File: config.mk
export PLATFORM = sky130hd
export DESIGN_NAME = fan_off_timer
export DESIGN_NICKNAME = d
export VERILOG_FILES = /design/src/rtl/timer_pkg.sv /design/src/rtl/bcd_borrow_digit.sv /design/src/rtl/fan_off_timer.sv
export SDC_FILE = /design/constraint.sdc
export NUM_CORES = 1
export LEC_CHECK = 0
export CORE_MARGIN = 2
export CORE_UTILIZATION = 40
export CTS_CLUSTER_DIAMETER = 30
export DETAILED_ROUTE_END_ITERATION = 8
export DONT_BUFFER_PORTS = 1
export GPL_TIMING_DRIVEN = 0
export PLACE_DENSITY_LB_ADDON = 0.15
export SYNTH_ARGS = -nofsm -noshare
export SYNTH_HDL_FRONTEND = slang
export SYNTH_SLANG_ARGS = --single-unit
File: constraint.sdc
create_clock -name clk -period 5.9 [get_ports clk]
set_input_delay 1.18 -clock clk [delete_from_list [all_inputs] [get_ports clk]]
set_output_delay 1.18 -clock clk [all_outputs]
set_load 0.005 [all_outputs]
File: src/rtl/timer_pkg.sv
// Shared definitions for the fan auto-off timer: state encodings, preset count
// and the minutes-to-BCD helper used when the presets are elaborated.
package timer_pkg;

    typedef enum logic [1:0] {
        ST_IDLE  = 2'b00,
        ST_RUN   = 2'b01,
        ST_PAUSE = 2'b10,
        ST_DONE  = 2'b11
    } state_e;

    localparam int NUM_PRESETS = 4;

    // Returns {tens, units}; callers keep minutes within 0..99.
    function automatic logic [7:0] min_to_bcd(input logic [6:0] minutes);
        logic [3:0] tens;
        logic [3:0] units;
        tens  = 4'(minutes / 7'd10);
        units = 4'(minutes % 7'd10);
        return {tens, units};
    endfunction

endpackage

File: src/rtl/bcd_borrow_digit.sv
// One loadable BCD down-counting digit. Load wins over decrement; a decrement
// at zero wraps to MAX and raises borrow_out for the next-higher digit.
module bcd_borrow_digit #(
    parameter logic [3:0] MAX = 4'd9
) (
    input  logic       clk,
    input  logic       reset_p,
    input  logic       dec_en,
    input  logic       load,
    input  logic [3:0] load_val,
    output logic [3:0] digit,
    output logic       borrow_out
);

    logic [3:0] digit_q;
    logic [3:0] digit_d;

    always_comb begin
        digit_d = digit_q;
        if (load) begin
            digit_d = load_val;
        end else if (dec_en) begin
            digit_d = (digit_q == 4'd0) ? MAX : digit_q - 4'd1;
        end
    end

    always_ff @(posedge clk or posedge reset_p) begin
        if (reset_p) begin
            digit_q <= 4'd0;
        end else begin
            digit_q <= digit_d;
        end
    end

    assign digit      = digit_q;
    assign borrow_out = dec_en && (digit_q == 4'd0);

endmodule

File: src/rtl/fan_off_timer.sv
// Fan auto-off countdown timer (MM:SS, BCD) driven by the 1 s tick. Buttons pick
// a preset and start/pause/cancel; a one-cycle timeout pulse marks 00:00.
//
// state    | meaning
// ---------+-------------------------------------------------------
// ST_IDLE  | preset selection; digits show the selected preset
// ST_RUN   | counting down on clk_sec, fan enabled
// ST_PAUSE | countdown frozen, digits held
// ST_DONE  | reached 00:00; any button returns to IDLE
module fan_off_timer
    import timer_pkg::*;
#(
    parameter int P1_MIN = 1,
    parameter int P2_MIN = 3,
    parameter int P3_MIN = 5
) (
    input  logic       clk,
    input  logic       reset_p,
    input  logic       clk_sec,
    input  logic       btn_set,
    input  logic       btn_start,
    input  logic       btn_cancel,
    output logic [3:0] min_10,
    output logic [3:0] min_1,
    output logic [3:0] sec_10,
    output logic [3:0] sec_1,
    output logic [1:0] state,
    output logic       running,
    output logic       timeout
);

    localparam logic [7:0] P1_BCD = min_to_bcd(7'(P1_MIN));
    localparam logic [7:0] P2_BCD = min_to_bcd(7'(P2_MIN));
    localparam logic [7:0] P3_BCD = min_to_bcd(7'(P3_MIN));

    function automatic logic [15:0] preset_digits(input logic [1:0] idx);
        logic [15:0] val;
        case (idx)
            2'd1:    val = {P1_BCD, 8'h00};
            2'd2:    val = {P2_BCD, 8'h00};
            2'd3:    val = {P3_BCD, 8'h00};
            default: val = 16'h0000;
        endcase
        return val;
    endfunction

    state_e      state_q, state_d;
    logic [1:0]  idx_q, idx_d;
    logic        running_q, running_d;
    logic        timeout_q, timeout_d;

    logic        load;
    logic [15:0] load_val;
    logic        tick_dec;
    logic        b_s1, b_s10, b_m1, b_m10;
    logic [15:0] digits;
    logic        digits_zero;
    logic        digits_one;

    assign digits      = {min_10, min_1, sec_10, sec_1};
    assign digits_zero = (digits == 16'h0000);
    assign digits_one  = (digits == 16'h0001);

    always_comb begin
        state_d   = state_q;
        idx_d     = idx_q;
        load      = 1'b0;
        load_val  = 16'h0000;
        tick_dec  = 1'b0;
        timeout_d = 1'b0;
        case (state_q)
            ST_IDLE: begin
                if (btn_cancel) begin
                    idx_d = 2'd0;
                    load  = 1'b1;
                end else if (btn_start) begin
                    if (!digits_zero) state_d = ST_RUN;
                end else if (btn_set) begin
                    idx_d    = idx_q + 2'd1;
                    load     = 1'b1;
                    load_val = preset_digits(idx_d);
                end
            end
            ST_RUN: begin
                if (btn_cancel) begin
                    state_d = ST_IDLE;
                    idx_d   = 2'd0;
                    load    = 1'b1;
                end else if (btn_start) begin
                    state_d = ST_PAUSE;
                end else if (clk_sec && !digits_zero) begin
                    tick_dec = 1'b1;
                    if (digits_one) begin
                        state_d   = ST_DONE;
                        timeout_d = 1'b1;
                    end
                end
            end
            ST_PAUSE: begin
                if (btn_cancel) begin
                    state_d = ST_IDLE;
                    idx_d   = 2'd0;
                    load    = 1'b1;
                end else if (btn_start) begin
                    state_d = ST_RUN;
                end
            end
            ST_DONE: begin
                if (btn_cancel || btn_start || btn_set) begin
                    state_d = ST_IDLE;
                    idx_d   = 2'd0;
                end
            end
            default: begin
                state_d = ST_IDLE;
                idx_d   = 2'd0;
                load    = 1'b1;
            end
        endcase
        running_d = (state_d == ST_RUN);
    end

    always_ff @(posedge clk or posedge reset_p) begin
        if (reset_p) begin
            state_q   <= ST_IDLE;
            idx_q     <= 2'd0;
            running_q <= 1'b0;
            timeout_q <= 1'b0;
        end else begin
            state_q   <= state_d;
            idx_q     <= idx_d;
            running_q <= running_d;
            timeout_q <= timeout_d;
        end
    end

    // Borrow ripples from seconds units up to minutes tens within one cycle.
    bcd_borrow_digit #(.MAX(4'd9)) u_sec_1 (
        .clk        (clk),
        .reset_p    (reset_p),
        .dec_en     (tick_dec),
        .load       (load),
        .load_val   (load_val[3:0]),
        .digit      (sec_1),
        .borrow_out (b_s1)
    );

    bcd_borrow_digit #(.MAX(4'd5)) u_sec_10 (
        .clk        (clk),
        .reset_p    (reset_p),
        .dec_en     (b_s1),
        .load       (load),
        .load_val   (load_val[7:4]),
        .digit      (sec_10),
        .borrow_out (b_s10)
    );

    bcd_borrow_digit #(.MAX(4'd9)) u_min_1 (
        .clk        (clk),
        .reset_p    (reset_p),
        .dec_en     (b_s10),
        .load       (load),
        .load_val   (load_val[11:8]),
        .digit      (min_1),
        .borrow_out (b_m1)
    );

    bcd_borrow_digit #(.MAX(4'd9)) u_min_10 (
        .clk        (clk),
        .reset_p    (reset_p),
        .dec_en     (b_m1),
        .load       (load),
        .load_val   (load_val[15:12]),
        .digit      (min_10),
        .borrow_out (b_m10)
    );

    // Decrement is gated off at 00:00, so the top digit can never borrow.
    always_comb begin
        if (!reset_p) assert (!b_m10);
    end

    assign state   = state_q;
    assign running = running_q;
    assign timeout = timeout_q;

endmodule

* Word level (Yosys, flattened, before mapping)
Cells that the tools add are included.
** Word-level totals
- Register bits :: 22
- Input bits :: 6
- Logic and storage cells :: 92
** Operators by class
- $add $sub $neg :: 5
- Eq/ne operators :: 12
- Mux-type cells :: 48
- Reduce and logical (&&, ||, !) cells :: 19
** Operators by type and width (count)
- 4-bit 2-to-1 mux :: 12
- 11-bit 2-to-1 mux :: 4
- 11-bit one-hot mux with 3 select lines :: 1
- 2-bit 2-to-1 mux :: 15
- 16-bit by 1-bit equality test with 1-bit output, second input constant :: 1
- 16-bit zero test :: 1
- 4-bit zero test :: 4
- 4-bit by 1-bit subtractor with 4-bit output, second input constant :: 4
- 1-bit 2-to-1 mux :: 13
- 2-bit equality test, second input constant :: 4
- 2-bit one-hot mux with 4 select lines :: 1
- 2-bit nonzero test :: 4
- 2-bit by 1-bit equality test with 1-bit output, second input constant :: 3
- 3-bit inequality test, second input constant :: 2
- 2-bit one-hot mux with 3 select lines :: 1
- 1-bit logical AND :: 4
- 4-bit AND reduction :: 1
- 2-bit by 1-bit adder with 2-bit output, second input constant :: 1
- 2-bit zero test :: 1
- 1-bit logical OR :: 2
- 2-bit by 1-bit inequality test with 1-bit output, second input constant :: 1
- 2-bit inequality test, second input constant :: 1
- 1-bit one-hot mux with 2 select lines :: 1
- 2-bit OR reduction :: 1
- 1-bit zero test :: 1

* Longest topological paths before layout
- Depth after elaboration :: 12
- Gate-level depth with buffers :: 8

* Hierarchy
A second synthesis with hierarchy kept.
** Unflattened totals
- Cells, all modules :: 161
- Area, all modules :: 1451.4 sq um
** Modules (own cells, without submodules)
- bcd_borrow_digit at u_min_1 ... :: times used 3, cells each 23, area each 226.5 sq um, seq. area each 100.1 sq um
- fan_off_timer :: times used 1, cells each 70, area each 571.8 sq um, seq. area each 150.1 sq um
- bcd_borrow_digit at u_sec_10 :: times used 1, cells each 22, area each 200.2 sq um, seq. area each 100.1 sq um

* Worst setup path before layout
OpenSTA, ideal clock, no wires.
- Kind :: input-to-reg
- Start point :: input port btn_start
- End point :: register u_min_1.digit_q[0] (netlist: u_min_1.digit[0])
- Setup time :: 146 ps
- Data arrival time :: 2361 ps
- Required time :: 5754 ps
- Setup slack :: 3393 ps
- Stages :: 6
- Path buffers :: 1
- Path through :: clkbuf_1 -> nand4bb_1 -> nor2b_1 -> nand3_1 -> xor2_1 -> o22ai_1
** On the way
- Word-level cells in the longest chain between the ends :: 6
** Ends and longest elaborated chain
- start: declaration :: RTL line fan_off_timer.sv:21 : input logic btn_start,
- 1-bit 2-to-1 mux :: RTL line fan_off_timer.sv:89 : end else if (btn_start) begin
- 1-bit 2-to-1 mux :: RTL line fan_off_timer.sv:85 : if (btn_cancel) begin
- 1-bit 2-to-1 mux :: RTL line fan_off_timer.sv:71 : case (state_q)
- 1-bit logical AND (2 in a row) :: RTL line bcd_borrow_digit.sv:36 : assign borrow_out = dec_en && (digit_q == 4'd0);
- 2-bit nonzero test (no line)
- end signal: assignment :: RTL line bcd_borrow_digit.sv:31 : digit_q <= digit_d;
- end: declaration :: RTL line bcd_borrow_digit.sv:15 : logic [3:0] digit_q;
Parallel ways exist; a longest one is shown, timed or not.
A chain may end at the register's enable or synchronous reset.

* Worst setup path in the final report
- Start point :: input port btn_start
- End point :: register u_sec_1.digit_q[3] (netlist: u_sec_1.digit[3])
** On the way
- Word-level cells in the longest chain between the ends :: 4
** Ends and longest elaborated chain
- 1-bit 2-to-1 mux, or another cell as far along :: RTL line fan_off_timer.sv:76 : end else if (btn_start) begin
- 1-bit 2-to-1 mux, or another cell as far along :: RTL line fan_off_timer.sv:73 : if (btn_cancel) begin
- 1-bit one-hot mux with 2 select lines, or another cell as far along :: RTL line fan_off_timer.sv:71
- 4-bit 2-to-1 mux or 2-bit nonzero test (tied branches)
- end signal: assignment :: RTL line bcd_borrow_digit.sv:31
- end: declaration :: RTL line bcd_borrow_digit.sv:15
Parallel ways exist; a longest one is shown, timed or not.

==> summary.md <==
| Metric | Value |
|---|---|
| Status | `finished, final reports clean` |
| Top cells by area, synth | `dfrtp_1 42%, ha_1 7.7%, nor2_1 4.9%, xor2_1 4.0%, o21ai_0 3.5%` |
| # nets final | `158` |
| Worst r2r src | `state[0]` |
| RSZ-0062 raised after global routing | `no` |
| Wire length on met3 | `130 µm` |
| Sink Count | `22` |
| DR top layer | `met4` |
| Share of cells above drive strength 1 | `6.99%` |
| Final slew viol count | `0` |
| Critical Path Start Type | `input port` |
| Post-route setup TNS | `0 ns` |
| Post-synth EDFFs | `0` |
| Most frequent cell after synthesis | `dfrtp_1` |
| MaxCap Viol Count | `0` |
| Seq/Total Area, Yosys | `42.3%` |
| Crit path buf inv count | `2` |
| Syn avg cell area | `9.37 µm²` |
| Die area | `0.00373 mm²` |
| Synth top cells by count | `22 x dfrtp_1, 17 x nor2_1, 10 x nand2_1` |
| Syn. warnings | `0` |
| Ports | `26` |
| Sequential power share | `around two fifths` |
| Hold crit path type | `reg -> reg` |
| Routability congestion estimate | `0.798` |
| Psw | `between 0.00015 and 0.0002 W` |
| Number of fill cells | `319` |
| Mapped Cells | `139` |
| CP most frequent cell | `clkbuf_1` |
| Tcrit/Tclk final | `between 40 and 50%` |
| Sequence of cells on the critical path | `clkbuf_1, nand3b_1, a21oi_1, clkbuf_1, nor2_1` |
| Clock Tree Buf Depth | `2` |
| Worst Path Required | `6.11 ns` |
| Max VDD drop | `about 0.000088 V` |
| Worst-Margin Slew | `0.871 ns` |
| Clock power share | `between 20 and 25%` |
| CTS tree | `yes` |
| Worst setup startpoint | `btn_start` |
| Rows | `20` |
| Crit path DAT | `2.80 ns` |
| Overall routing resource usage | `16.5%` |
| Clock skew | `0.00243 ns` |
| Fin. Hold Viols | `0` |
| Post-detail-place hpwl | `approximately 2000 µm` |
| DRC Markers | `0` |
| Sw frac | `38.6%` |
| Die height | `61.1 µm` |
| Flops & latches, synth | `22` |
| Clk root buf | `clkbuf_4` |
| Critical path type | `in -> reg` |
| Vias | `1036` |
| Syn nets | `153` |
| Setup crit end kind | `flip-flop` |
| H-tree levels | `1` |
| Number of DRC markers in iteration 0 | `20` |
| DR WL met2 | `1270 µm` |
| Die W | `a little over 60 µm` |
| Final WS setup | `3.31 ns` |
| Hold path startpoint | `idx_q[1]` |
| Cell Int Power | `0.000295 W` |
| Minimum clock period | `~2.6 ns` |
| Top_reg_cell synth | `dfrtp_1` |
| Slew headroom | `41.4%` |
| Max incr delay on CP | `0.59 ns` |
| First drt pass iteration count | `4` |
| Total grt overflow | `0` |
| CP max-delay cell | `a21oi_1` |
| Hold Buf Count CTS | `0` |
| Core area | `just over 0.003 mm²` |
| Post-synth cell types | `36` |
| Vias in the first global route | `991` |
| # diodes | `0` |
| Pre-CTS WS | `2.95 ns` |
| Antenna violations before repair | `0` |
| Setup violations, final | `0` |
| Post-synth top area cell | `dfrtp_1` |
| M1 wire length | `1310 µm` |
| Top cell type's share of synthesized area | `42.3%` |
| Clock transition at path regs | `0.13 ns` |
| Clock latency on the worst-skew pair | `~0.32 ns` |
| Largest net degree at the start of global routing | `23` |
| Total routed wirelength | `2770 µm` |
| First-pass GRT wire length | `4530 µm` |
| # port buffers | `0` |
| Post-CTS setup buffer count | `0` |
| P_leak | `0.615 nW` |
| Final ANT Viol Nets | `0` |
| Starting Density | `42.3%` |
| Power density cells | `~340 mW/mm²` |
| Cell family with most CP delay | `buffers and inverters` |
| WL per Instance | `14.8 µm` |
| Synthesized area | `0.00130 mm²` |
| Num CTS Buffers | `3` |
| Layout area overhead | `8.26%` |
| Via/cell ratio | `5.54` |
| FMAX | `0.386 GHz` |
| Worst-path maximum fanout | `10` |
| Ys async rst share | `100%` |
| Post-CTS sizing | `0` |
| Power share of the combinational group | `34.5%` |
[layout by cell type, fill, tap and decap left out, drive strengths merged, types with 4 or more instances in the layout]
master	count
a21oi	8
clkbuf	5
dfrtp	22
ha	8
inv	8
nand2	10
nand4	4
nor2	17
nor3	5
nor4	6
o21ai	9
xor2	6
[metal layers]
| layer | vias to the layer above | GRT usage, % |
|---|---|---|
| met5 | - | 0 |
| met4 | 0 | 7.45 |
| met3 | 5 | 3.78 |
| met2 | 20 | 24.9 |
| met1 | 495 | 22.4 |
| li1 | 516 | - |
[cell families (layout without fill, tap and decap cells)]
group	after synthesis	count (layout)	synth area share, %
AO/OA/AOI/OAI	27	27	12.9
XOR/XNOR	6	6	4.03
adder cells (fa/ha/maj)	8	8	7.69
buffers and inverters	11	15	3.27
flip-flops	22	22	42.3
multiplexers	3	3	2.31
AND/OR/NAND/NOR	62	62	27.6
[metrics by stage]
| step | util, % | hold slack (ns) | instance area, µm² | total power, W | std cells |
|---|---|---|---|---|---|
| after floorplan | - | 0.499 | 1300 | 0.000324 | 139 |
| after global placement | 44.1 | 0.529 | 1360 | 0.000359 | 183 |
| after detailed placement | 44.1 | 0.546 | 1360 | 0.000364 | 183 |
| after CTS | 45.8 | 0.578 | 1410 | 0.000484 | 187 |
| after global routing | 45.8 | 0.626 | 1410 | 0.000518 | 187 |
| final | 45.8 | 0.577 | 1410 | 0.000480 | 187 |
[layout make-up]
class	count	area, µm²	area share, %
well taps	44	55.1	3.90
multi-input cells	106	709	50.3
plain buffers	3	12.5	0.887
inverters	8	30.0	2.13
clock buffers	3	22.5	1.60
clock inverters	1	30.0	2.13
flip-flops and latches	22	551	39.0
[registers in the layout, summed over array words and instances (netlist names)]
signal and flops:
running 1, idx_q 2, timeout 1, u_sec_1.digit 4, u_min_10.digit 4, state 2
u_min_1.digit 4, u_sec_10.digit 4
[power by group through the flow]
stage	Clock [W]	Sequential, W	Combinational, W
global placement	0	0.000197	0.000162
global route	0.000129	0.000198	0.000191
finish	0.000119	0.000195	0.000166
CTS	0.000122	0.000195	0.000167
detailed placement	0	0.000197	0.000167
floorplan	0	0.000190	0.000134
[final timing paths]
check	end	slack (ns)	cells after the start
setup / recovery	u_sec_1.digit[3]	3.31	5
hold / removal	idx_q[1]	0.58	2
setup reg to reg	u_sec_1.digit[3]	3.48	7
hold reg to reg	idx_q[1]	0.58	2
max in group asynchronous	u_min_1.digit[0]	4.49	1
min in group asynchronous	timeout	0.89	1
[worst register-to-register path: cells and delay by family (launching register included)]
kind                       cells  cell delay, ns
and+or+nand+nor                2            0.25
DFF                            1            0.49
buffers and inverters          3            0.82
AOI/OAI and AO/OA              1            0.59
adders and majority gates      1            0.16
(Power assumes the default switching activity.)
